File: config.mk
export PLATFORM = sky130hd
export DESIGN_NAME = joystick_frame_rx
export DESIGN_NICKNAME = d
export VERILOG_FILES = /design/src/rtl/joystick_pkg.sv /design/src/rtl/joystick_frame_parser.sv /design/src/rtl/joystick_frame_rx.sv
export SDC_FILE = /design/constraint.sdc
export NUM_CORES = 1
export LEC_CHECK = 0
export ABC_AREA = 1
export BUFFER_PORTS_ARGS = -buffer_cell sky130_fd_sc_hd__buf_2
export CORE_ASPECT_RATIO = 0.6
export CORE_UTILIZATION = 35
export CTS_CLUSTER_SIZE = 12
export DETAILED_ROUTE_END_ITERATION = 12
export PLACE_DENSITY_LB_ADDON = 0.25
export SETUP_SLACK_MARGIN = 0.5
export SLEW_MARGIN = 15
export SYNTH_ARGS = -nofsm -noshare
export SYNTH_HDL_FRONTEND = slang
export SYNTH_HIERARCHICAL = 1
export SYNTH_SLANG_ARGS = --single-unit
File: constraint.sdc
create_clock -name clk -period 2.6 [get_ports clk]
set_input_delay 0.26 -clock clk [delete_from_list [all_inputs] [get_ports clk]]
set_output_delay 0.26 -clock clk [all_outputs]
set_load 0.03 [all_outputs]
File: src/rtl/joystick_pkg.sv
// Joystick frame receiver shared types.
// Poll/parse states, UART register constants and sizing helper.
package joystick_pkg;

  typedef enum logic [1:0] {
    PEEK,
    PEEK_CHK,
    POP,
    POP_CAP
  } poll_state_t;

  typedef enum logic [1:0] {
    HUNT,
    DATA,
    CHECK
  } parse_state_t;

  localparam int RVALID_BIT = 15;
  localparam logic [3:0] BE_PEEK = 4'b0010;
  localparam logic [3:0] BE_POP  = 4'b0001;

  function automatic int nbytes(input int ch_w);
    return (ch_w + 6) / 7;
  endfunction

endpackage

File: src/rtl/joystick_frame_parser.sv
// Byte-stream framer: header, 7-bit payloads, optional XOR check.
// Emits one-cycle commit with channel id/value, plus error pulses.
module joystick_frame_parser
  import joystick_pkg::*;
#(
  parameter int NUM_CH      = 4,
  parameter int CH_W        = 8,
  parameter int CHECK_EN    = 1,
  parameter int TIMEOUT_CYC = 5000,
  localparam int IDW = (NUM_CH > 1) ? $clog2(NUM_CH) : 1
) (
  input  logic            clk,
  input  logic            rst_n,
  input  logic            byte_vld,
  input  logic [7:0]      rx_byte,
  output logic            commit,
  output logic [IDW-1:0]  id,
  output logic [CH_W-1:0] value,
  output logic [1:0]      err_inc
);

  localparam int NB    = nbytes(CH_W);
  localparam int ACC_W = 7 * NB;
  localparam int TW    = $clog2(TIMEOUT_CYC + 1);

  parse_state_t     st;
  logic [ACC_W-1:0] acc;
  logic [ACC_W-1:0] acc_nx;
  logic [6:0]       chk;
  logic [1:0]       cnt;
  logic [TW-1:0]    tcnt;
  logic             hdr;
  logic             hdr_ok;

  assign hdr    = rx_byte[7];
  assign hdr_ok = rx_byte[6:0] < 7'(NUM_CH);
  assign acc_nx = (acc << 7) | ACC_W'(rx_byte[6:0]);

  always_ff @(posedge clk or negedge rst_n) begin
    if (!rst_n) begin
      st      <= HUNT;
      acc     <= '0;
      chk     <= '0;
      cnt     <= '0;
      tcnt    <= '0;
      commit  <= 1'b0;
      id      <= '0;
      value   <= '0;
      err_inc <= '0;
    end else begin
      commit  <= 1'b0;
      err_inc <= '0;
      if (byte_vld) begin
        tcnt <= '0;
        if (hdr) begin
          // resync and bad-id are separate error events
          err_inc <= 2'(st != HUNT) + 2'(!hdr_ok);
          acc     <= '0;
          chk     <= '0;
          cnt     <= '0;
          if (hdr_ok) begin
            st <= DATA;
            id <= rx_byte[IDW-1:0];
          end else begin
            st <= HUNT;
          end
        end else begin
          unique case (st)
            HUNT: err_inc <= 2'd1;
            DATA: begin
              acc <= acc_nx;
              chk <= chk ^ rx_byte[6:0];
              cnt <= cnt + 2'd1;
              if (cnt == 2'(NB - 1)) begin
                if (CHECK_EN != 0) begin
                  st <= CHECK;
                end else begin
                  st     <= HUNT;
                  commit <= 1'b1;
                  value  <= acc_nx[CH_W-1:0];
                end
              end
            end
            CHECK: begin
              st <= HUNT;
              if (rx_byte[6:0] == chk) begin
                commit <= 1'b1;
                value  <= acc[CH_W-1:0];
              end else begin
                err_inc <= 2'd1;
              end
            end
            default: st <= HUNT;
          endcase
        end
      end else if (st != HUNT) begin
        if (tcnt == TW'(TIMEOUT_CYC - 1)) begin
          tcnt    <= '0;
          st      <= HUNT;
          err_inc <= 2'd1;
        end else begin
          tcnt <= tcnt + TW'(1);
        end
      end
    end
  end

endmodule

File: src/rtl/joystick_frame_rx.sv
// UART-polling Avalon bridge with framed joystick channel capture.
// Channels commit atomically; CPU reads values, fresh flags, err_cnt.
module joystick_frame_rx
  import joystick_pkg::*;
#(
  parameter int NUM_CH      = 4,
  parameter int CH_W        = 8,
  parameter int CHECK_EN    = 1,
  parameter int USE_IRQ     = 0,
  parameter int TIMEOUT_CYC = 5000,
  localparam int ADDR_W = $clog2(NUM_CH + 2)
) (
  input  logic              clk,
  input  logic              rst_n,
  output logic              m_address,
  output logic              m_cs,
  output logic [3:0]        m_byte_enable,
  output logic              m_read,
  output logic              m_write,
  output logic [31:0]       m_write_data,
  input  logic [31:0]       m_read_data,
  input  logic              irq,
  input  logic [ADDR_W-1:0] s_address,
  input  logic              s_cs,
  input  logic              s_read,
  output logic [15:0]       s_read_data
);

  localparam int IDW = (NUM_CH > 1) ? $clog2(NUM_CH) : 1;

  poll_state_t     ps;
  logic            run;
  logic            go;
  logic            byte_vld;
  logic [7:0]      rx_byte;
  logic            commit;
  logic [IDW-1:0]  cid;
  logic [CH_W-1:0] cval;
  logic [1:0]      err_inc;
  logic [CH_W-1:0] chan [NUM_CH];
  logic [NUM_CH-1:0] fresh;
  logic [7:0]      err_cnt;
  logic [8:0]      err_sum;
  logic            rd;
  logic            unused_rd;

  assign unused_rd = ^{m_read_data[31:16], m_read_data[14:8]};

  assign go = (USE_IRQ == 0) || irq;
  assign rd = s_cs && s_read;

  assign m_address    = 1'b0;
  assign m_cs         = 1'b1;
  assign m_write      = 1'b0;
  assign m_write_data = '0;

  // run holds strobes low until the first clock after reset
  assign m_read = run && ((ps == PEEK && go) || ps == POP);
  assign m_byte_enable = !m_read ? 4'b0 :
                         (ps == POP) ? BE_POP : BE_PEEK;

  always_ff @(posedge clk or negedge rst_n) begin
    if (!rst_n) begin
      ps       <= PEEK;
      run      <= 1'b0;
      byte_vld <= 1'b0;
      rx_byte  <= '0;
    end else begin
      run      <= 1'b1;
      byte_vld <= 1'b0;
      unique case (ps)
        PEEK: if (run && go) ps <= PEEK_CHK;
        PEEK_CHK: begin
          ps <= m_read_data[RVALID_BIT] ? POP : PEEK;
        end
        POP: ps <= POP_CAP;
        POP_CAP: begin
          rx_byte  <= m_read_data[7:0];
          byte_vld <= 1'b1;
          ps       <= PEEK;
        end
        default: ps <= PEEK;
      endcase
    end
  end

  joystick_frame_parser #(
    .NUM_CH     (NUM_CH),
    .CH_W       (CH_W),
    .CHECK_EN   (CHECK_EN),
    .TIMEOUT_CYC(TIMEOUT_CYC)
  ) u_parser (
    .clk     (clk),
    .rst_n   (rst_n),
    .byte_vld(byte_vld),
    .rx_byte (rx_byte),
    .commit  (commit),
    .id      (cid),
    .value   (cval),
    .err_inc (err_inc)
  );

  assign err_sum = {1'b0, err_cnt} + 9'(err_inc);

  always_ff @(posedge clk or negedge rst_n) begin
    if (!rst_n) begin
      for (int i = 0; i < NUM_CH; i++) chan[i] <= '0;
      fresh   <= '0;
      err_cnt <= '0;
    end else begin
      err_cnt <= err_sum[8] ? 8'hFF : err_sum[7:0];
      // a commit beats a same-cycle read clear
      for (int i = 0; i < NUM_CH; i++) begin
        if (commit && cid == IDW'(i)) begin
          chan[i]  <= cval;
          fresh[i] <= 1'b1;
        end else if (rd && s_address == ADDR_W'(i)) begin
          fresh[i] <= 1'b0;
        end
      end
    end
  end

  always_comb begin
    s_read_data = '0;
    if (rd) begin
      for (int i = 0; i < NUM_CH; i++) begin
        if (s_address == ADDR_W'(i)) s_read_data = 16'(chan[i]);
      end
      if (s_address == ADDR_W'(NUM_CH)) begin
        s_read_data = 16'(fresh);
      end
      if (s_address == ADDR_W'(NUM_CH + 1)) begin
        s_read_data = {8'h0, err_cnt};
      end
    end
  end

endmodule

==> impl_metrics.tcl, run 1 <==
set metrics [dict create \
    fin_ws_ns 0.716 \
    first_pass_iters 8 \
    ant_nets 0 \
    synth-main-ff-cell "dfrtp_1" \
    port_buffers 26 \
    die_y_um 96.6 \
    die_area_um2 15400 \
    r2r_cells 9 \
    routabilityCongestion 0.796 \
    p_sw_frac 0.361 \
    setup_viol 0 \
    crit_path_frequent_cell "inv_1" \
    ys.warnings.count 6 \
    violations "DRC" \
    first_iter_violations 319 \
    crit_path_end "err_cnt[5]" \
    crit_chain "ha_1, inv_1, fa_1, nand3b_1, nor3_2, nand2_1, inv_1, nand2_2, o21ai_0" \
    critPathBufInv 2 \
    final_max_slew_viol_count 0 \
    powerDensity_nw_per_um2 812 \
    vias 4006 \
    insertion_delay_ns 0.34 \
    relSlewSlack 0.545 \
    rsz0062_at_grt "no" \
    ys_seq_area_frac 0.484 \
    fin_crit_ns 1.88 \
    status "finished with violations" \
    critPathLaunch "err_cnt[0]" \
    layout-drive-gt1-share 0.136 \
    cp_max_fo 7 \
    grt_antenna_before_repair 0 \
    cts_made_buffers 9 \
    grt_pass1_wl_um 19300 \
    syn_area_um2 5220 \
    grt_max_degree 52 \
    dp_slack_ns 0.650 \
    crit_family "simple AND/OR/NAND/NOR gates" \
    worstHoldPathType "primary input to flop" \
    cts.sinks 101 \
    hpwl_um 8320 \
    pwr-share-clk 0.295 \
    cts_root_buf "clkbuf_16" \
    synthCells 638 \
    drcViolationCount 1 \
    path_class "flop to flop" \
    grt_usage 0.158 \
    slowest_delay_ns 0.42 \
    drt_wl_total_um 11200 \
    netlist_top_cells_area "dfrtp_1, nand2_1, buf_4, o21ai_0, inv_1" \
    ir_drop_mv 0.406 \
    final_common_cell "nand2_1" \
    core_area_um2 14500 \
    cap_violations 0 \
    reg2reg_from "err_cnt[0]" \
    pin_count 96 \
    post_cts_buffers 0 \
    p_leak_nw 2.81 \
    area_delta_synth_final_pct 9.27 \
    skew_ns 0.00775 \
    place_inst 852 \
    critPathSlowestCell "dfrtp_1" \
    critPathArrivalTime_ns 2.15 \
    cts.clk_slew.worst_paths_ns 0.07 \
    rows 34 \
    start_util 0.359 \
    start_kind "flop" \
    r2r_slack_ns 0.72 \
    syn_avg_cell_area_um2 8.19 \
    clock.fmax_mhz 531 \
    end_kind "flop" \
    final_cell_mix "nand2_1, dfrtp_1, inv_1, o21ai_0, conb_1" \
    required_ns 2.86 \
    ys_types 41 \
    async_reset_ff_frac 1.00 \
    synth_edf_count 0 \
    wire_per_inst_um 12.9 \
    cts_max_path_buffers 2 \
    comb_power_share 0.246 \
    die_x_um 160 \
    grt_pass1_vias 3854 \
    worstMarginPinSlew_ns 0.681 \
    layout.nets 712 \
    hold_viol 0 \
    final_cells 869 \
    htreeDepth 3 \
    internal-power_mw 2.96 \
    p_seq_frac 0.459 \
    r2r-end "err_cnt[5]" \
    cp.depth 9 \
    cts_tree "built" \
    overflow 0 \
    yosysTopAreaCellShare 0.484 \
    p_sw_mw 1.67 \
    n_antenna_cell 0 \
    setup_tns_ns 0 \
    via_per_inst 4.61 \
    yosys_register_bits 101 \
    synth_top_cell_by_area "dfrtp_1" \
    fin_crit_sh 0.725 \
]
[routing by layer]
layer	up-vias	global-route usage	part of all wire
met1	1891	0.248	0.56
met5	-	0	0
met3	5	0.0399	0.055
met4	0	0.0274	0.0040
met2	106	0.216	0.38
li1	2004	-	-
[worst register-to-register path, stage by stage, from the launching register on]
cell and delay [ns]:
dfrtp_1 0.42, ha_1 0.19, inv_1 0.05, fa_1 0.38
nand3b_1 0.22, nor3_2 0.17, nand2_1 0.09, inv_1 0.09
nand2_2 0.10, o21ai_0 0.09
[state kept, by name, summed over array words and instances (netlist names), 2 cells and up, named ones only]
| signal | count |
|---|---|
| chan | 32 |
| u_parser/tcnt | 13 |
| err_cnt | 8 |
| rx_byte | 8 |
| u_parser/acc | 8 |
| u_parser/value | 8 |
| u_parser/chk | 7 |
| fresh | 4 |
| u_parser/cnt | 2 |
| u_parser/err_inc | 2 |
| u_parser/id | 2 |
| u_parser/st | 2 |
[synthesized netlist by cell type (2+ instances only)]
cell,n
a21oi_1,6
nor2_1,40
a32o_1,2
o22ai_1,4
buf_2,2
o21ai_1,13
dfrtp_1,101
inv_2,16
nand4_1,18
nor3_1,2
buf_4,45
a31oi_1,4
nor2_4,4
xnor2_1,4
buf_6,3
a21oi_2,3
nand2_1,185
or2_1,3
nand3_1,34
xor2_1,3
nor3_2,2
clkbuf_1,5
nor2_2,5
o21ai_0,52
nand2_2,9
nand3_2,2
inv_1,52
conb_1,2
ha_1,5
[power by group through the flow]
stage                     Clock, mW  Sequential (mW)  Combinational, mW
after floorplan                   0             2.04              0.979
after global placement            0             2.13               1.11
after detailed placement          0             2.15               1.14
after CTS                      1.42             2.12               1.15
after global routing           1.49             2.16               1.30
final                          1.37             2.13               1.14
[per-stage QoR]
| step | utilization | cell area [um2] | total power [mW] | hold slack [ns] |
|---|---|---|---|---|
| global route | 0.392 | 5710 | 4.95 | 0.0936 |
| global placement | 0.370 | 5390 | 3.24 | 0.350 |
| floorplan | - | 5390 | 3.02 | -0.0356 |
| finish | 0.392 | 5710 | 4.63 | 0.107 |
| CTS | 0.392 | 5700 | 4.69 | 0.0953 |
| detailed placement | 0.370 | 5390 | 3.29 | 0.352 |
[worst min-delay path by stage]
stage | startpoint | end | slack [ns] | cells past startpoint
final | m_read_data[1] | rx_byte[1] | 0.11 | 3
after global routing | m_read_data[3] | rx_byte[3] | 0.09 | 3
after CTS | m_read_data[1] | rx_byte[1] | 0.1 | 3
after detailed placement | rst_n | fresh[0] | 0.35 | 1
after global placement | rst_n | fresh[0] | 0.35 | 1
after floorplan | rst_n | asynchronous set/reset pin | -0.04 | 0
[what timing repair did]
| item | 4_1_cts | 5_1_grt |
|---|---|---|
| gates resized for setup | 0 | 1 |
| endpoints found under the hold margin | 50 | 0 |
| hold buffers | 1 | 0 |
| endpoints found under the setup margin | 0 | 7 |
[cell type report]
class                           instances  area (um2)
Timing Repair Buffer                   28         163
Tap cell                              198         248
Fill cell                            1475        8840
Clock buffer                            9         225
Sequential cell                       101        2530
Clock inverter                          7        81.3
Multi-Input combinational cell        455        2190
Inverter                               71         274
[cell families after synthesis]
kind of cell / after synthesis / synth area share
adders and majority gates: 6 / 0.0158
xor gates and xnor gates: 8 / 0.0149
DFF: 101 / 0.484
and+or+nand+nor: 309 / 0.265
buffers and inverters: 126 / 0.129
other: 2 / 0.00144
AOI/OAI and AO/OA: 86 / 0.0894
Power figures use the tool's default switching activity.
==> run 2, diff against run 1 <==
==> constraint.sdc (replaced) <==
create_clock -name clk -period 1.87 [get_ports clk]
set_input_delay 0.187 -clock clk [delete_from_list [all_inputs] [get_ports clk]]
set_output_delay 0.187 -clock clk [all_outputs]
set_load 0.03 [all_outputs]
==> run 2 against run 1 <==
Compared with the run above: the run now ends clean; via count up 9.2%; critical path depth unchanged; core utilization up 7.6 points; clock skew up 0.0032 ns; fmax up 9.1%; cell count up 7.4%; setup slack worse by 0.57 ns.
==> impl_metrics.tcl, run 2 (same netlist as run 1, synthesis figures left out) <==
set metrics [dict create \
    critPathBufInv 2 \
    p_seq_frac 0.377 \
    die_y_um 96.6 \
    critPathSlowestCell "dfrtp_1" \
    grt_max_degree 45 \
    cts.sinks 101 \
    required_ns 2.15 \
    internal-power_mw 4.96 \
    regMostFlops "chan" \
    grt_antenna_before_repair 0 \
    n_antenna_cell 0 \
    pin_count 96 \
    start_kind "flop" \
    crit_path_frequent_cell "inv_2" \
    critPathArrivalTime_ns 2.01 \
    powerDensity_nw_per_um2 1160 \
    p_leak_nw 3.25 \
    cap_violations 0 \
    final_common_cell "nand2_1" \
    cp_max_fo 7 \
    final_cell_mix "nand2_1, dfrtp_1, buf_4, conb_1, o21ai_0" \
    cts_made_buffers 9 \
    cts_tree "built" \
    grt_pass1_wl_um 20700 \
    slowest_delay_ns 0.36 \
    worstHoldPathType "primary input to flop" \
    setup_viol 0 \
    wire_per_inst_um 13.8 \
    grt_pass1_vias 4090 \
    comb_power_share 0.386 \
    ir_drop_mv 0.610 \
    hpwl_um 8550 \
    first_pass_iters 5 \
    largest_reg_flops 32 \
    area_delta_synth_final_pct 30.4 \
    first_iter_violations 232 \
    routabilityCongestion 0.830 \
    cts_root_buf "clkbuf_16" \
    hold_viol 0 \
    p_sw_mw 2.94 \
    layout-drive-gt1-share 0.325 \
    clock.fmax_mhz 579 \
    crit_family "simple AND/OR/NAND/NOR gates" \
    rsz0062_at_grt "yes" \
    final_max_slew_viol_count 0 \
    overflow 0 \
    crit_chain "ha_2, inv_2, fa_2, nand3b_1, nor3_2, nand2_1, inv_2, nand2_4, o21ai_1" \
    cts_max_path_buffers 2 \
    htreeDepth 3 \
    path_class "flop to flop" \
    rows 34 \
    cts.clk_slew.worst_paths_ns 0.07 \
    drcViolationCount 0 \
    via_per_inst 4.69 \
    die_area_um2 15400 \
    ant_nets 0 \
    r2r_slack_ns 0.14 \
    fin_crit_sh 0.923 \
    p_sw_frac 0.372 \
    vias 4376 \
    power.total_mw 7.91 \
    skew_ns 0.0109 \
    pwr-share-clk 0.237 \
    start_util 0.359 \
    grt_usage 0.170 \
    insertion_delay_ns 0.35 \
    end_kind "flop" \
    drt_wl_total_um 12800 \
    setup_tns_ns 0 \
    fin_crit_ns 1.73 \
    top_regs "chan: 32 flops, u_parser/tcnt: 13 flops" \
    layout.nets 776 \
    core_area_um2 14500 \
    die_x_um 160 \
    port_buffers 26 \
    status "complete, no violations" \
]
## run 2: cell count changes in the layout (fill, tap and decap cells not counted), moves of 11 or more
| cell | change |
|---|---|
| buf_2 | -13 |
| buf_4 | +50 |
| buf_6 | +21 |
| nand2_1 | -28 |
| nand2_2 | +15 |
| nand2_4 | +11 |
| nor2_1 | -14 |
## run 2: stage by stage
stage	instances	hold WS [ns]	worst slack (ns)	util	cell area, um2
after floorplan	682	-0.109	0.258	-	5420
after global placement	863	0.155	0.0990	0.378	5500
after detailed placement	863	0.165	0.0744	0.378	5500
after CTS	912	0.0184	0.195	0.435	6320
after global routing	933	0.0226	0.0512	0.468	6810
final	933	0.0222	0.143	0.468	6810
## run 2: timing repair
item	in CTS	in global routing
hold buffers	1	0
resized for setup	75	87
buffers inserted	29	21
setup endpoints to repair	58	76
gates cloned	3	0
endpoints found under the hold margin	30	0
pin swaps	31	41
## run 2: power by group through the flow
| stage | clock (mW) | sequential [mW] | combinational [mW] |
|---|---|---|---|
| floorplan | 0 | 2.85 | 1.37 |
| detailed placement | 0 | 2.94 | 1.68 |
| global route | 2.01 | 3.02 | 3.30 |
| global placement | 0 | 2.92 | 1.62 |
| CTS | 1.92 | 2.92 | 2.43 |
| finish | 1.88 | 2.98 | 3.05 |
## run 2: layout make-up
cell class	instances	area, um2
fill	1392	7740
multi-input combinational	458	2660
sequential	101	2530
timing repair buffer	89	769
inverter	71	303
tap	198	248
clock buffer	11	233
clock inverter	5	58.8
## run 2: worst reg2reg max path, delay by kind of cell (launching register included)
kind                     cells  cell delay (ns)
AND/OR/NAND/NOR              4             0.58
adder cells (fa/ha/maj)      2             0.52
flip-flops                   1             0.36
AO/OA/AOI/OAI                1             0.08
buffers and inverters        2             0.12
## run 2: final timing paths
| kind | startpoint | endpoint | cells after the start |
|---|---|---|---|
| min in group asynchronous | rst_n | rx_byte[2] | 2 |
| max in group asynchronous | rst_n | chan[19] | 3 |
| max reg2reg | err_cnt[0] | err_cnt[6] | 9 |
| max | err_cnt[0] | err_cnt[6] | 9 |
| min | m_read_data[5] | rx_byte[5] | 3 |
| min reg2reg | u_parser/value[0] | u_parser/value[0] | 2 |
## run 2: routing by layer
layer | part of all wire | global-route usage | wire length (um)
met2 | 0.44 | 0.253 | 5650
met4 | 0.0093 | 0.0459 | 119
met5 | 0 | 0 | 0
met3 | 0.054 | 0.0352 | 688
met1 | 0.50 | 0.250 | 6390
==> run 3, diff against run 2 <==
--- a/config.mk
+++ b/config.mk
@@ -8,7 +8,8 @@
 export ABC_AREA = 1
 export BUFFER_PORTS_ARGS = -buffer_cell sky130_fd_sc_hd__buf_2
 export CORE_ASPECT_RATIO = 0.6
-export CORE_UTILIZATION = 35
+export CORE_MARGIN = 2
+export CORE_UTILIZATION = 56
 export CTS_CLUSTER_SIZE = 12
 export DETAILED_ROUTE_END_ITERATION = 12
 export PLACE_DENSITY_LB_ADDON = 0.25
==> run 3 against run 2 <==
Compared with the run above: clock skew is 0.0053 ns lower; non-clock buffer count is 12 lower; wire length is 6.0% lower; register-to-register slack better by 0.05 ns; via count is 1.0% higher; worst hold slack better by 0.015 ns; die area is 34% lower; largest power group is now sequential cells.
==> impl_metrics.tcl, run 3 (same netlist as run 1, synthesis figures left out) <==
set metrics [dict create \
    final_cells 837 \
    grt_antenna_before_repair 0 \
    setup_viol 0 \
    rows 27 \
    largest_reg_flops 32 \
    die_area_um2 10100 \
    grt_pass1_wl_um 19300 \
    top_regs "chan: 32 flops, u_parser/tcnt: 13 flops" \
    die_y_um 78.8 \
    final_common_cell "nand2_1" \
    routabilityCongestion 0.952 \
    grt_pass1_vias 3990 \
    first_pass_iters 5 \
    htreeDepth 3 \
    path_class "flop to flop" \
    n_antenna_cell 0 \
    grt_max_degree 39 \
    skew_ns 0.00570 \
    fin_crit_ns 1.67 \
    regMostFlops "chan" \
    p_leak_nw 3.15 \
    grt_usage 0.242 \
    start_util 0.573 \
    power.total_mw 7.10 \
    cts_max_path_buffers 2 \
    ant_nets 0 \
    first_iter_violations 364 \
    cts.sinks 101 \
    core_area_um2 9120 \
    cts_made_buffers 9 \
    via_per_inst 5.28 \
    cp_max_fo 7 \
    clock.fmax_mhz 598 \
    pin_count 96 \
    insertion_delay_ns 0.35 \
    fin_crit_sh 0.894 \
    setup_tns_ns 0 \
    vias 4420 \
    drcViolationCount 0 \
    drt_wl_total_um 12100 \
    cap_violations 0 \
    required_ns 2.15 \
    ir_drop_mv 0.900 \
    final_cell_mix "nand2_1, dfrtp_1, conb_1, o21ai_0, buf_4" \
    hpwl_um 8020 \
    final_max_slew_viol_count 0 \
    cts_tree "built" \
    area_delta_synth_final_pct 22.5 \
    status "complete, no violations" \
    placed_area_um2 5360 \
    cts.clk_slew.worst_paths_ns 0.07 \
    worstHoldPathType "primary input to flop" \
    layout-drive-gt1-share 0.302 \
    critPathArrivalTime_ns 1.95 \
    wire_per_inst_um 14.4 \
    place_inst 776 \
    port_buffers 26 \
    design_area_um2 6400 \
    layout.nets 762 \
    end_kind "flop" \
    overflow 0 \
    start_kind "flop" \
    hold_viol 0 \
    powerDensity_nw_per_um2 1110 \
    fillCellCount 694 \
    cts_root_buf "clkbuf_16" \
    rsz0062_at_grt "yes" \
    die_x_um 129 \
]
run 3: where the power goes:
part,leakage [nW],internal [mW],total (mW),switching [mW]
registers,1.36,2.57,2.95,0.385
clock network,0.139,0.921,1.78,0.861
logic,1.65,0.975,2.37,1.39
run 3: final cells by class:
class / instances / area (um2) / share of cell area
well taps: 116 / 145 / 0.0227
inverters: 71 / 288 / 0.0450
clock buffers: 9 / 225 / 0.0352
clock inverters: 7 / 57.6 / 0.00900
multi-input cells: 456 / 2510 / 0.392
flip-flops and latches: 101 / 2540 / 0.397
repair buffers: 77 / 637 / 0.0996
run 3: worst paths after layout:
kind | endpoint | startpoint | cells after the start | slack, ns
setup reg to reg | err_cnt[6] | err_cnt[0] | 9 | 0.20
hold / removal | rx_byte[5] | m_read_data[5] | 3 | 0.04
min in group asynchronous | u_parser/chk[3] | rst_n | 2 | 0.34
max in group asynchronous | u_parser/chk[1] | rst_n | 3 | 0.94
hold reg to reg | u_parser/value[0] | u_parser/value[0] | 2 | 0.47
setup / recovery | err_cnt[6] | err_cnt[0] | 9 | 0.20
run 3: metrics by stage:
stage,setup slack [ns],hold WS [ns],util
6_report,0.198,0.0371,0.701
5_1_grt,0.0440,0.0433,0.701
4_1_cts,0.193,0.0325,0.659
3_5_place_dp,0.0727,0.179,0.588
3_3_place_gp,0.132,0.173,0.588
2_1_floorplan,0.258,-0.109,-
run 3: what timing repair did:
item | CTS | global route
hold buffers | 1 | 0
cloned | 1 | 0
pin swaps | 23 | 23
gates resized for setup | 62 | 62
setup buffers | 21 | 22
endpoints found under the hold margin | 34 | 0
endpoints found under the setup margin | 55 | 64
run 3: layer usage:
layer	vias to the layer above	global-route usage	part of all wire	wire length (um)
met5	-	0	0	0
met4	0	0.0478	0.0094	114
met3	10	0.0553	0.049	588
met2	134	0.358	0.45	5470
met1	2151	0.369	0.49	5900
li1	2125	-	-	-
run 3: worst max-delay path, stage by stage (launching register included):
cell and delay, ns:
dfrtp_1 0.36, ha_2 0.19, inv_2 0.04, fa_2 0.33, nand3b_1 0.19, nor3_2 0.15, nand2_1 0.11, inv_2 0.08
nand2_4 0.07, o21ai_1 0.08
